## config.mk

```make
export PLATFORM = sky130hd
export DESIGN_NAME = jtsbaskt_dwnld_fmt
export DESIGN_NICKNAME = d
export VERILOG_FILES = /design/src/rtl/jtsbaskt_dwnld_fmt_pkg.sv /design/src/rtl/jtsbaskt_dwnld_fmt_fifo.sv /design/src/rtl/jtsbaskt_dwnld_fmt.sv
export SDC_FILE = /design/constraint.sdc
export NUM_CORES = 1
export LEC_CHECK = 0
export CORE_ASPECT_RATIO = 0.8
export CORE_MARGIN = 3
export CORE_UTILIZATION = 35
export CTS_CLUSTER_DIAMETER = 80
export DETAILED_ROUTE_END_ITERATION = 10
export PLACE_DENSITY = 0.8
export SYNTH_ARGS = -nofsm -noshare
export SYNTH_HDL_FRONTEND = slang
export SYNTH_SLANG_ARGS = --single-unit
```

## constraint.sdc

```tcl
create_clock -name clk -period 1.4 [get_ports clk]
set_input_delay 0.14 -clock clk [delete_from_list [all_inputs] [get_ports clk]]
set_output_delay 0.14 -clock clk [all_outputs]
set_load 0.03 [all_outputs]
```

## src/rtl/jtsbaskt_dwnld_fmt_pkg.sv

```systemverilog
// Shared types and constants for the Super Basketball download formatter.
package jtsbaskt_pkg;

  // Byte classification by download address
  typedef enum logic [1:0] {
    REG_SDRAM = 2'd0,
    REG_GFX   = 2'd1,
    REG_PROM  = 2'd2
  } region_t;

  // SDRAM write sequencer states
  typedef enum logic {
    ST_IDLE = 1'b0,
    ST_WAIT = 1'b1
  } fsm_state_t;

  // Active-low byte-lane masks: a 0 bit enables that lane
  localparam logic [1:0] MASK_UPPER = 2'b01;
  localparam logic [1:0] MASK_LOWER = 2'b10;

  // FIFO entry: {word address[21:0], byte[7:0], lane}
  localparam int FIFO_W = 31;

  // Graphics ROMs are stored with their nibbles exchanged
  function automatic logic [7:0] nib_swap(input logic [7:0] d);
    return {d[3:0], d[7:4]};
  endfunction

endpackage

```

## src/rtl/jtsbaskt_dwnld_fmt_fifo.sv

```systemverilog
// Two-entry FIFO holding SDRAM writes until they are acknowledged.
module jtsbaskt_dwnld_fifo
  import jtsbaskt_pkg::*;
(
  input  logic              clk,
  input  logic              rst,
  input  logic              i_push,
  input  logic [FIFO_W-1:0] i_din,
  input  logic              i_pop,
  output logic [FIFO_W-1:0] o_dout,
  output logic              o_full,
  output logic              o_empty
);

  logic [FIFO_W-1:0] r_mem [0:1];
  logic              r_wptr;
  logic              r_rptr;
  logic [1:0]        r_cnt;
  logic              w_push;
  logic              w_pop;

  assign o_full  = (r_cnt == 2'd2);
  assign o_empty = (r_cnt == 2'd0);
  assign w_push  = i_push & ~o_full;
  assign w_pop   = i_pop & ~o_empty;
  assign o_dout  = r_mem[r_rptr];

  // Entry storage; contents are don't-care while the slot is unoccupied
  always_ff @(posedge clk) begin
    if (w_push) begin
      r_mem[r_wptr] <= i_din;
    end
  end

  // Pointers and occupancy; simultaneous push and pop leave the count unchanged
  always_ff @(posedge clk) begin
    if (rst) begin
      r_wptr <= 1'b0;
      r_rptr <= 1'b0;
      r_cnt  <= 2'd0;
    end else begin
      if (w_push) r_wptr <= ~r_wptr;
      if (w_pop)  r_rptr <= ~r_rptr;
      case ({w_push, w_pop})
        2'b10:   r_cnt <= r_cnt + 2'd1;
        2'b01:   r_cnt <= r_cnt - 2'd1;
        default: r_cnt <= r_cnt;
      endcase
    end
  end

endmodule

```

## src/rtl/jtsbaskt_dwnld_fmt.sv

```systemverilog
// Download formatter: classifies ioctl bytes, swaps graphics nibbles, queues
// SDRAM word writes and strobes PROM bytes directly.
// Optional feature: define JTSBASKT_DWNLD_CHKSUM_EN for the running checksum.
module jtsbaskt_dwnld_fmt
  import jtsbaskt_pkg::*;
#(
  parameter logic [21:0] SCR_START  = 22'h0,
  parameter logic [21:0] PCM_START  = 22'h0,
  parameter logic [24:0] PROM_START = 25'h0,
  parameter logic        SWAB       = 1'b1
) (
  input  logic        clk,
  input  logic        rst,
  input  logic        downloading,
  input  logic [24:0] ioctl_addr,
  input  logic [7:0]  ioctl_dout,
  input  logic        ioctl_wr,
  input  logic        sdram_ack,
  output logic [21:0] prog_addr,
  output logic [15:0] prog_data,
  output logic [1:0]  prog_mask,
  output logic        prog_we,
  output logic        prom_we,
  output logic [10:0] prom_addr,
  output logic [7:0]  prom_data,
  output logic        dwnld_busy,
  output logic        ovf,
  output logic [7:0]  chksum
);

  region_t           w_region;
  logic [7:0]        w_byte;
  logic              w_wr;
  logic              w_prom_wr;
  logic              w_sd_wr;
  logic              w_push;
  logic              w_full;
  logic              w_empty;
  logic [FIFO_W-1:0] w_head;
  logic [10:0]       w_prom_off;
  fsm_state_t        r_state;
  fsm_state_t        w_state_nxt;
  logic              w_load;
  logic              w_pop;
  logic [21:0]       r_prog_addr;
  logic [15:0]       r_prog_data;
  logic [1:0]        r_prog_mask;
  logic              r_prog_we;
  logic              r_prom_we;
  logic [10:0]       r_prom_addr;
  logic [7:0]        r_prom_data;
  logic              r_ovf;

  // Region decode: PROM wins over the graphics window
  always_comb begin
    w_region = REG_SDRAM;
    if (ioctl_addr >= PROM_START) begin
      w_region = REG_PROM;
    end else if ((ioctl_addr[21:0] >= SCR_START) && (ioctl_addr[21:0] < PCM_START)) begin
      w_region = REG_GFX;
    end else begin
      w_region = REG_SDRAM;
    end
  end

  // Byte transform by region
  always_comb begin
    w_byte = ioctl_dout;
    case (w_region)
      REG_GFX: w_byte = nib_swap(ioctl_dout);
      default: w_byte = ioctl_dout;
    endcase
  end

  assign w_wr       = ioctl_wr & downloading;
  assign w_prom_wr  = w_wr & (w_region == REG_PROM);
  assign w_sd_wr    = w_wr & (w_region != REG_PROM);
  assign w_push     = w_sd_wr & ~w_full;
  // Only the low 11 bits of the PROM offset are needed, so subtract narrow
  assign w_prom_off = ioctl_addr[10:0] - PROM_START[10:0];

  // The head entry stays queued until acknowledged, so the in-flight write
  // occupies one of the two slots.
  jtsbaskt_dwnld_fifo u_fifo (
    .clk     (clk),
    .rst     (rst),
    .i_push  (w_push),
    .i_din   ({ioctl_addr[22:1], w_byte, ioctl_addr[0] ^ SWAB}),
    .i_pop   (w_pop),
    .o_dout  (w_head),
    .o_full  (w_full),
    .o_empty (w_empty)
  );

  // Sequencer next state: load head from IDLE, release it on acknowledge
  always_comb begin
    w_state_nxt = r_state;
    w_load      = 1'b0;
    w_pop       = 1'b0;
    case (r_state)
      ST_IDLE: begin
        if (!w_empty) begin
          w_state_nxt = ST_WAIT;
          w_load      = 1'b1;
        end else begin
          w_state_nxt = ST_IDLE;
        end
      end
      ST_WAIT: begin
        if (sdram_ack) begin
          w_state_nxt = ST_IDLE;
          w_pop       = 1'b1;
        end else begin
          w_state_nxt = ST_WAIT;
        end
      end
      default: w_state_nxt = ST_IDLE;
    endcase
  end

  // Sequencer state and SDRAM request registers
  always_ff @(posedge clk) begin
    if (rst) begin
      r_state     <= ST_IDLE;
      r_prog_we   <= 1'b0;
      r_prog_addr <= 22'h0;
      r_prog_data <= 16'h0;
      r_prog_mask <= 2'b00;
    end else begin
      r_state   <= w_state_nxt;
      r_prog_we <= (w_state_nxt == ST_WAIT);
      if (w_load) begin
        r_prog_addr <= w_head[30:9];
        r_prog_data <= {w_head[8:1], w_head[8:1]};
        r_prog_mask <= w_head[0] ? MASK_UPPER : MASK_LOWER;
      end
    end
  end

  // PROM strobe path and sticky overflow flag
  always_ff @(posedge clk) begin
    if (rst) begin
      r_prom_we   <= 1'b0;
      r_prom_addr <= 11'h0;
      r_prom_data <= 8'h0;
      r_ovf       <= 1'b0;
    end else begin
      r_prom_we <= w_prom_wr;
      if (w_prom_wr) begin
        r_prom_addr <= w_prom_off;
        r_prom_data <= ioctl_dout;
      end
      if (w_sd_wr && w_full) r_ovf <= 1'b1;
    end
  end

`ifdef JTSBASKT_DWNLD_CHKSUM_EN
  logic       r_dl_q;
  logic [7:0] r_chksum;
  logic [7:0] w_ck_base;
  logic [7:0] w_ck_add;

  // Restart on a new download; sum raw bytes that were actually accepted
  always_comb begin
    w_ck_base = r_chksum;
    w_ck_add  = 8'h00;
    if (downloading && !r_dl_q) begin
      w_ck_base = 8'h00;
    end else begin
      w_ck_base = r_chksum;
    end
    if (w_prom_wr || w_push) begin
      w_ck_add = ioctl_dout;
    end else begin
      w_ck_add = 8'h00;
    end
  end

  // Checksum accumulator and downloading edge detector
  always_ff @(posedge clk) begin
    if (rst) begin
      r_dl_q   <= 1'b0;
      r_chksum <= 8'h00;
    end else begin
      r_dl_q   <= downloading;
      r_chksum <= w_ck_base + w_ck_add;
    end
  end

  assign chksum = r_chksum;
`else
  assign chksum = 8'h00;
`endif

  assign prog_addr  = r_prog_addr;
  assign prog_data  = r_prog_data;
  assign prog_mask  = r_prog_mask;
  assign prog_we    = r_prog_we;
  assign prom_we    = r_prom_we;
  assign prom_addr  = r_prom_addr;
  assign prom_data  = r_prom_data;
  assign ovf        = r_ovf;
  assign dwnld_busy = downloading | (r_state != ST_IDLE) | ~w_empty;

endmodule

```

Word level (Yosys, flattened, before mapping):

Memories as Yosys holds them, arrays and structs flattened. A register that Yosys moved wholly into a read port is not among the register bits.
Cells that the tools add are included.

* register bits after elaboration: 66
* bits in writable memories: 62
* bits of input ports: 38
* output and inout bits: 71
* word-level logic and storage cells: 56
* memories kept: 1

* add/subtract/negate cells: 2
* $lt $le $gt $ge: 3
* eq/ne operators: 6
* multiplexer cells: 15
* bitwise operators: 14
* reduce and logical (&&, ||, !) cells: 4

Memories
* u_fifo.r_mem: depth 2, bits a word 31, rd ports 1, clocked after Yosys merged registers in 1, write ports 1, line jtsbaskt_dwnld_fmt_fifo.sv:15 `logic [FIFO_W-1:0] r_mem [0:1];`

Operators by type and width (count)
* $ge 25x1->1 const B: 1
* $ge 22x1->1 const B: 1
* $lt 22x1->1 const B: 1
* $mux 1: 10
* $mux 8: 1
* $and 1x1->1: 6
* $eq 2x2->1 const B: 3
* $not 1->1: 6
* $eq 2x1->1 const B: 2
* $mux 2: 2
* $pmux 2 s2: 1
* $add 2x1->2 const B: 1
* $logic_and 1x1->1: 2
* $logic_not 2->1: 1
* $ne 2x2->1 const B: 1
* $or 1x1->1: 2
* $pmux 1 s2: 1
* $reduce_bool 2->1: 1
* $sub 2x1->2 const B: 1

Longest topological paths before layout:

Gate-level depths: netlist (run 1).

* depth after elaboration: 10
* depth in mapped cells: 4
* mapped depth without buffers: 4

Cells and area by module:

Synthesis (run 1) repeated with hierarchy kept, for this count alone.

* cell total of the unflattened synthesis: 380
* area, all modules: 4817.1 um^2

Modules (own cells, without submodules)
* jtsbaskt_dwnld_fifo: times used 1, cells an instance 122, area each 2449.8 um^2, sequential area each 1961.9 um^2
* jtsbaskt_dwnld_fmt: times used 1, cells an instance 258, area each 2367.3 um^2, sequential area each 1061.0 um^2

Worst setup path after synthesis (run 1):

OpenSTA, ideal clock, no wires.

* kind: reg2reg
* start: reg u_fifo.r_cnt[0]
* end: reg u_fifo.r_cnt[0]
* arrival: 1.138 ns
* required time: 1.279 ns
* setup slack: 0.141 ns
* stages on the path, launching flop included: 5
* path buffers: 0
* clock period less this slack: 1.259 ns
* path through: dfxtp_1 > inv_1 > ha_1 > and3b_4 > mux2_4

* cells in the longest elaborated chain, start to end: 6
* elaborated cells on any way between the ends: 13
* classes of those cells: 2 x add/sub; 3 x eq/ne; 1 x mux; 5 x bitwise; 2 x reduce/logical

RTL lines
* start, declared: line jtsbaskt_dwnld_fmt_fifo.sv:18 `logic [1:0] r_cnt;`
* start signal, assigned: line jtsbaskt_dwnld_fmt_fifo.sv:45 `2'b10: r_cnt <= r_cnt + 2'd1;`
* start signal, assigned: line jtsbaskt_dwnld_fmt_fifo.sv:46 `2'b01: r_cnt <= r_cnt - 2'd1;`
* start signal, assigned: line jtsbaskt_dwnld_fmt_fifo.sv:47 `default: r_cnt <= r_cnt;`
* $eq 2x2->1: line jtsbaskt_dwnld_fmt_fifo.sv:22 `assign o_full = (r_cnt == 2'd2);`
* $not 1->1: line jtsbaskt_dwnld_fmt_fifo.sv:24, jtsbaskt_dwnld_fmt.sv:78
* $and 1x1->1: line jtsbaskt_dwnld_fmt.sv:78 `assign w_push = w_sd_wr & ~w_full;`
* $and 1x1->1: line jtsbaskt_dwnld_fmt_fifo.sv:24 `assign w_push = i_push & ~o_full;`
* $eq 2x1->1 or $eq 2x2->1 (tied branches): line jtsbaskt_dwnld_fmt_fifo.sv:44 `case ({w_push, w_pop})`
* $pmux 2 s2 or $reduce_bool 2->1 (tied branches)

Several ways; a longest one is shown, not always the timed one.
A chain may end at the register's enable or synchronous reset.

Worst setup path after layout (run 1):

* start: reg u_fifo.r_cnt[0]
* end: out dwnld_busy

* cells in the longest elaborated chain, start to end: 3

RTL lines
* $logic_not 2->1: line jtsbaskt_dwnld_fmt_fifo.sv:23 `assign o_empty = (r_cnt == 2'd0);`
* $not 1->1: line jtsbaskt_dwnld_fmt.sv:203 `assign dwnld_busy = downloading | (r_state != ST_IDLE) | ~w_empty;`
* $or 1x1->1: line jtsbaskt_dwnld_fmt.sv:203
* end, declared: line jtsbaskt_dwnld_fmt.sv:26 `output logic dwnld_busy,`

No other way between the ends.

==> summary.txt, run 1 <==
Timing
  • Max Fclk: 751 MHz
  • Final worst setup slack: 0.0679 ns
  • Tmin final: 1.33 ns
  • Fin. max-slew vios: 0
  • Final hold vios: 0
  • Finish-stage setup viols: 0
  • Final worst clock skew: 0.00120 ns
  • Final Cycle Share: 0.952

Global routing
  • Vias in the first global route: 970
  • First-pass GRT wire length: 4410 um
  • Total grt overflow: 0
  • Largest net degree at the start of global routing: 41
  • Total track usage: 0.105
  • Antenna violations before repair: 0

Power
  • Power per Cell Area: between 800 and 900 nW/um2
  • Peak VDD IR: a little over 0.3 mV
  • P_leak: 0.867 nW
  • Power Total: about 0.0017 W

Final layout
  • Commonest non-fill, non-tap cell in the layout: conb_1
  • Most frequent cells in the layout: conb_1, dfxtp_1, clkdlybuf4s50_1, dlygate4sd2_1
  • Fin nets: 240
  • Filler instances: 431
  • Final instance area: 1900 um2
  • Core Util, Final: 0.446
  • Non-Filler Instances: 257
  • Area Growth Syn to Fin: 21.0%
  • Share of post-route cells with drive strength above 1: 0.235
  • Inserted Diodes: 0

Placement
  • Routability cong.: 0.643
  • HPWL Detailed: 1990 um
  • Placed Cells: approximately 250
  • Place WS: between 0.08 and 0.09 ns
  • IO buf count: 46
  • Cell Area, Placed: 1860 um2

Clock network
  • Clock Tree Buf Depth: 2
  • Clock-pin slew on the worst setup and hold paths: 0.08 ns
  • CTS Root Cell: clkbuf_8
  • Worst-Skew Late Latency: 0.26 ns
  • H-tree depth: 1
  • CTS tree: yes
  • # clock sinks: 24
  • CTS Hold Buffers Added: 0
  • Inserted Clock Buffers: 3

Floorplanning
  • # IOs: 109
  • Die Ht: 65.9 um
  • Core footprint: 4260 um2
  • Initial core utilization: 0.369
  • Row count: 21
  • Die width: 80.9 um
  • Die Area: 5330 um2

Worst hold path
  • Hold_sp: downloading
  • Hold Path Sink: prom_we$_SDFF_PP0_
  • Hold Crit Depth: 4
  • Worst hold path type: in2reg

Synthesis
  • Sequential fraction of the synthesis area: 0.306
  • Yosys cell types: 20
  • Synth warnings: 0
  • Synth Cell Area: 1570 um2
  • Flops & latches, synth: 24
  • Mean post-synth cell area: 9.93 um2
  • Mapped Cells: 158

Drt
  • Post-route ant nets: 0
  • Router iterations before antenna repair: 3
  • Drt total wl: 2780 um
  • DRC viols: 0
  • DR WL/cell: ~11 um
  • Iter 0 DRT Violations: 32
  • Vias: 1014
  • DR vias/cell: 3.95

Worst setup path
  • Crit. End Element: output port
  • R2R cell count: 4
  • Data required, critical path: 1.26 ns
  • CP Launch Type: register
  • Register-to-register setup slack: approximately 0.12 ns
  • Worst R2R End: u_fifo.r_cnt[0]$_SDFFE_PP0P_
  • R2r startpoint: u_fifo.r_cnt[0]$_SDFFE_PP0P_
  • CP Max Fanout: 3
  • Worst EP arrival: 1.19 ns
  • Crit Path Class: reg2out

Outcome
  • Status: finished, final reports clean

Run
  • Max Cap Violations: 0
[worst max-delay path, stage by stage (launching register included)]
cell	delay, ns
dfxtp_2	0.34
inv_1	0.04
ha_2	0.18
nor2b_2	0.15
nand2b_1	0.08
buf_6	0.13
[power breakdown]
| group | total (W) | switching [W] | leakage (nW) | internal [W] |
|---|---|---|---|---|
| clock network | 0.000475 | 0.000224 | 0.0288 | 0.000251 |
| logic | 0.000465 | 0.000326 | 0.642 | 0.000139 |
| registers | 0.000719 | 0.0000111 | 0.197 | 0.000708 |
[worst max path at each step]
stage	startpoint	end	slack (ns)	depth (start not counted)
after CTS	u_fifo.r_cnt[0]$_SDFFE_PP0P_	dwnld_busy	0.0006	5
after floorplan	u_fifo.r_cnt[0]$_SDFFE_PP0P_	u_fifo.r_cnt[0]$_SDFFE_PP0P_	0.14	4
final	u_fifo.r_cnt[0]$_SDFFE_PP0P_	dwnld_busy	0.07	5
after global placement	u_fifo.r_cnt[0]$_SDFFE_PP0P_	u_fifo.r_cnt[1]$_SDFFE_PP0P_	0.1	4
after global routing	u_fifo.r_cnt[0]$_SDFFE_PP0P_	dwnld_busy	-0.004	5
after detailed placement	u_fifo.r_cnt[0]$_SDFFE_PP0P_	u_fifo.r_cnt[1]$_SDFFE_PP0P_	0.08	4
[registers in the layout, indices dropped and copies added, names as in the netlist]
signal,flops
prog_mask,1
prom_addr,11
prom_data,8
prog_we,1
u_fifo.r_cnt,2
prom_we,1
[Yosys cell counts]
cell type / instances / area [um2]
ha_1: 1 / 12.5
inv_1: 2 / 7.51
conb_1: 1 / 3.75
a211oi_1: 1 / 7.51
dfxtp_1: 24 / 480
buf_2: 4 / 20.0
buf_6: 5 / 56.3
nand2_1: 1 / 3.75
mux2_4: 2 / 30.0
o21ba_2: 1 / 10.0
nand3_1: 10 / 50.1
nand2b_1: 1 / 6.26
buf_4: 49 / 368
nand3_2: 9 / 90.1
nor2_1: 4 / 15.0
buf_12: 1 / 20.0
and3b_4: 1 / 12.5
a21oi_2: 19 / 166
nor2b_1: 3 / 18.8
a21bo_1: 19 / 190
[stage by stage]
stage | TNS (ns) | hold WS, ns
floorplan | 0 | 0.244
global placement | 0 | 0.512
detailed placement | 0 | 0.527
CTS | 0 | 0.298
global route | -0.00396 | 0.318
finish | 0 | 0.317
[cell families (layout without fill, tap and decap cells)]
logic type | count (synthesis) | after routing | synth area share
simple gates | 29 | 29 | 0.125
buf+inv | 61 | 56 | 0.301
compound gates | 40 | 40 | 0.238
flops | 24 | 24 | 0.306
mux | 2 | 2 | 0.0191
fa+ha+maj | 1 | 1 | 0.00797
other cells | 1 | 48 | 0.00239
[routing by layer]
| layer | share of wire | up-vias | GRT usage |
|---|---|---|---|
| li1 | - | 514 | - |
| met1 | 0.42 | 465 | 0.121 |
| met2 | 0.51 | 35 | 0.189 |
| met3 | 0.069 | 0 | 0.0409 |
| met4 | 0 | 0 | 0.0127 |
| met5 | 0 | - | 0 |
[repair_timing]
item,in CTS,in global routing
buffers inserted,0,0
gates cloned,0,0
gates resized for setup,21,6
setup endpoints to repair,21,2
[layout make-up]
type                    count  area (um2)  share of cell area
clock buffers               4        55.1              0.0290
repair buffers             50         483               0.254
well taps                  57        71.3              0.0376
inverters                   2        7.51             0.00396
multi-input cells         120         798               0.421
flip-flops and latches     24         483               0.254
Power figures use the tool's default switching activity.
==> run 2, diff against run 1 <==
--- a/config.mk
+++ b/config.mk
@@ -11,6 +11,7 @@
 export CTS_CLUSTER_DIAMETER = 80
 export DETAILED_ROUTE_END_ITERATION = 10
 export PLACE_DENSITY = 0.8
+export RECOVER_POWER = 50
 export SYNTH_ARGS = -nofsm -noshare
 export SYNTH_HDL_FRONTEND = slang
 export SYNTH_SLANG_ARGS = --single-unit
==> run 2 against run 1 <==
Total power is 1.2% lower. Via count is 0.59% lower. Utilization is 1.0 points lower. Clock power is 1% lower. Worst hold slack better by 0.0030 ns. Combinational power is 3% lower. Sequential power hardly changed. Register-to-register slack hardly changed. Count of clock-buffer cells in the layout stayed put. Sequential share of layout area is 0.60 points higher. Global-route usage stayed put. Critical path type unchanged. Highest routed layer unchanged. Final area is 2.3% lower.
==> summary.txt, run 2 (synthesis results as in run 1) <==
Outcome
  • Status: finished, final reports clean (unchanged)

Placement
  • Placed Cells: 253 (unchanged)
  • HPWL Detailed: 1990 um (unchanged)
  • IO buf count: 46 (unchanged)
  • Cell Area, Placed: 1860 um2 (unchanged)
  • Routability cong.: 0.643 (unchanged)

Floorplanning
  • Die width: 80.9 um (unchanged)
  • Die Ht: 65.9 um (unchanged)
  • # IOs: 109 (unchanged)
  • Initial core utilization: 0.369 (unchanged)
  • Core footprint: 4260 um2 (unchanged)
  • Row count: 21 (unchanged)
  • Die Area: 5330 um2 (unchanged)

Final layout
  • Non-Filler Instances: 257 (unchanged)
  • Area Growth Syn to Fin: 18.2% (was 21.0%)
  • Largest register FFs: 11 (unchanged)
  • Most frequent cells in the layout: conb_1, dfxtp_1, dlygate4sd2_1, clkdlybuf4s50_1, a21bo_1 (was conb_1, dfxtp_1, clkdlybuf4s50_1, dlygate4sd2_1)
  • Fin nets: 240 (unchanged)
  • Inserted Diodes: 0 (unchanged)
  • Core Util, Final: 0.436 (was 0.446)
  • Commonest non-fill, non-tap cell in the layout: conb_1 (unchanged)
  • Share of post-route cells with drive strength above 1: 0.180 (was 0.235)
  • Final instance area: 1850 um2 (was 1900 um2)

Worst hold path
  • Hold_sp: downloading (unchanged)
  • Worst hold path type: in2reg (unchanged)
  • Hold Path Sink: prom_we$_SDFF_PP0_ (unchanged)
  • Hold Crit Depth: 4 (unchanged)

Timing
  • Final worst clock skew: 0.00113 ns (was 0.00120 ns)
  • Final hold slack: 0.320 ns (was 0.317 ns)
  • Final hold vios: 0 (unchanged)
  • Max Fclk: 754 MHz (was 751 MHz)
  • Finish-stage setup viols: 0 (unchanged)
  • Tmin final: 1.33 ns (about the same)
  • Slew Limit Headroom: 0.590
  • Fin. max-slew vios: 0 (unchanged)
  • Final Cycle Share: 0.947 (was 0.952)
  • Worst Tran Pin Value: 0.615 ns
  • Setup tns final: 0 ns (unchanged)

Drt
  • Drt total wl: 2790 um (was 2780 um)
  • DR WL/cell: 10.8 um (about the same)
  • Vias: 1008 (was 1014)
  • Iter 0 DRT Violations: 31 (was 32)
  • Router iterations before antenna repair: 2 (was 3)
  • Post-route ant nets: 0 (unchanged)
  • DRC viols: 0 (unchanged)
  • DR vias/cell: 3.92 (was 3.95)

Worst setup path
  • CP max stage delay: 0.34 ns (about the same)
  • CP Launch Type: register (unchanged)
  • R2r startpoint: u_fifo.r_cnt[0]$_SDFFE_PP0P_ (unchanged)
  • Crit-path slowest cell: dfxtp_2 (unchanged)
  • Register-to-register setup slack: 0.13 ns (was 0.12 ns)
  • CP cell instances: inv_1, ha_2, nor2b_2, nand2b_1, buf_6 (unchanged)
  • Data required, critical path: 1.26 ns (about the same)
  • Crit. End Element: output port (unchanged)
  • Worst EP arrival: 1.19 ns (about the same)
  • Worst R2R End: u_fifo.r_cnt[0]$_SDFFE_PP0P_ (unchanged)
  • CP Max Fanout: 3 (unchanged)
  • R2R cell count: 4 (unchanged)
  • Crit Path Class: reg2out (unchanged)

Global routing
  • Vias in the first global route: 970 (unchanged)
  • Total grt overflow: 0 (unchanged)
  • Antenna violations before repair: 0 (unchanged)
  • Largest net degree at the start of global routing: 41 (unchanged)
  • First-pass GRT wire length: 4410 um (unchanged)
  • Total track usage: 0.105 (unchanged)

Power
  • P_leak: 0.863 nW (was 0.867 nW)
  • Power per Cell Area: 884 nW/um2 (was 874 nW/um2)
  • Peak VDD IR: 0.299 mV (was 0.302 mV)

Clock network
  • Inserted Clock Buffers: 3 (unchanged)
  • CTS Hold Buffers Added: 0 (unchanged)
  • CTS tree: yes (unchanged)
  • Post-CTS Setup Inserts: 0 (unchanged)
  • H-tree depth: 1 (unchanged)
  • Clock-pin slew on the worst setup and hold paths: 0.08 ns (about the same)
  • # clock sinks: 24 (unchanged)
  • Clock Tree Buf Depth: 2 (unchanged)
  • Worst-Skew Late Latency: 0.26 ns (about the same)
  • CTS Root Cell: clkbuf_8 (unchanged)

Run
  • Max Cap Violations: 0 (unchanged)
-- run 2: power breakdown --
group | switching, W | internal (W) | leakage (nW)
Combinational | 0.000320 | 0.000133 | 0.638
Clock | 0.000217 | 0.000251 | 0.0288
Sequential | 0.0000110 | 0.000708 | 0.197
-- run 2: timing repair --
| item | 4_1_cts | 5_1_grt |
|---|---|---|
| endpoints found under the setup margin | 21 | 2 |
| resized for setup | 21 | 6 |
| gates cloned | 0 | 0 |
-- run 2: cell type report --
type	count	area [um2]
sequential	24	483
fill	437	2400
inverter	2	7.51
timing repair buffer	50	477
multi-input combinational	120	761
tap	57	71.3
clock buffer	4	55.1
-- run 2: worst max-delay path by stage --
stage                                             from                      endpoint  slack [ns]
final                     u_fifo.r_cnt[0]$_SDFFE_PP0P_                    dwnld_busy        0.07
after global routing      u_fifo.r_cnt[0]$_SDFFE_PP0P_                    dwnld_busy      -0.004
after CTS                 u_fifo.r_cnt[0]$_SDFFE_PP0P_                    dwnld_busy      0.0006
after detailed placement  u_fifo.r_cnt[0]$_SDFFE_PP0P_  u_fifo.r_cnt[1]$_SDFFE_PP0P_        0.08
after global placement    u_fifo.r_cnt[0]$_SDFFE_PP0P_  u_fifo.r_cnt[1]$_SDFFE_PP0P_         0.1
after floorplan           u_fifo.r_cnt[0]$_SDFFE_PP0P_  u_fifo.r_cnt[0]$_SDFFE_PP0P_        0.14
-- run 2: per-layer routing --
layer	global-route usage	wire [um]
met1	0.121	1170
met2	0.189	1420
met3	0.0409	190
met4	0.0127	0
met5	0	0
-- run 2: per-stage QoR --
step	total power [W]	worst slack [ns]
final	0.00164	0.0740
after global routing	0.00173	-0.00396
after CTS	0.00169	0.000621
after detailed placement	0.00122	0.0816
after global placement	0.00121	0.0972
after floorplan	0.00119	0.141
-- run 2: critical path: cells and delay by family (launching register included) --
family                     cells  cell delay, ns
DFF                            1            0.34
and+or+nand+nor                2            0.23
adders and majority gates      1            0.18
buffers and inverters          2            0.17
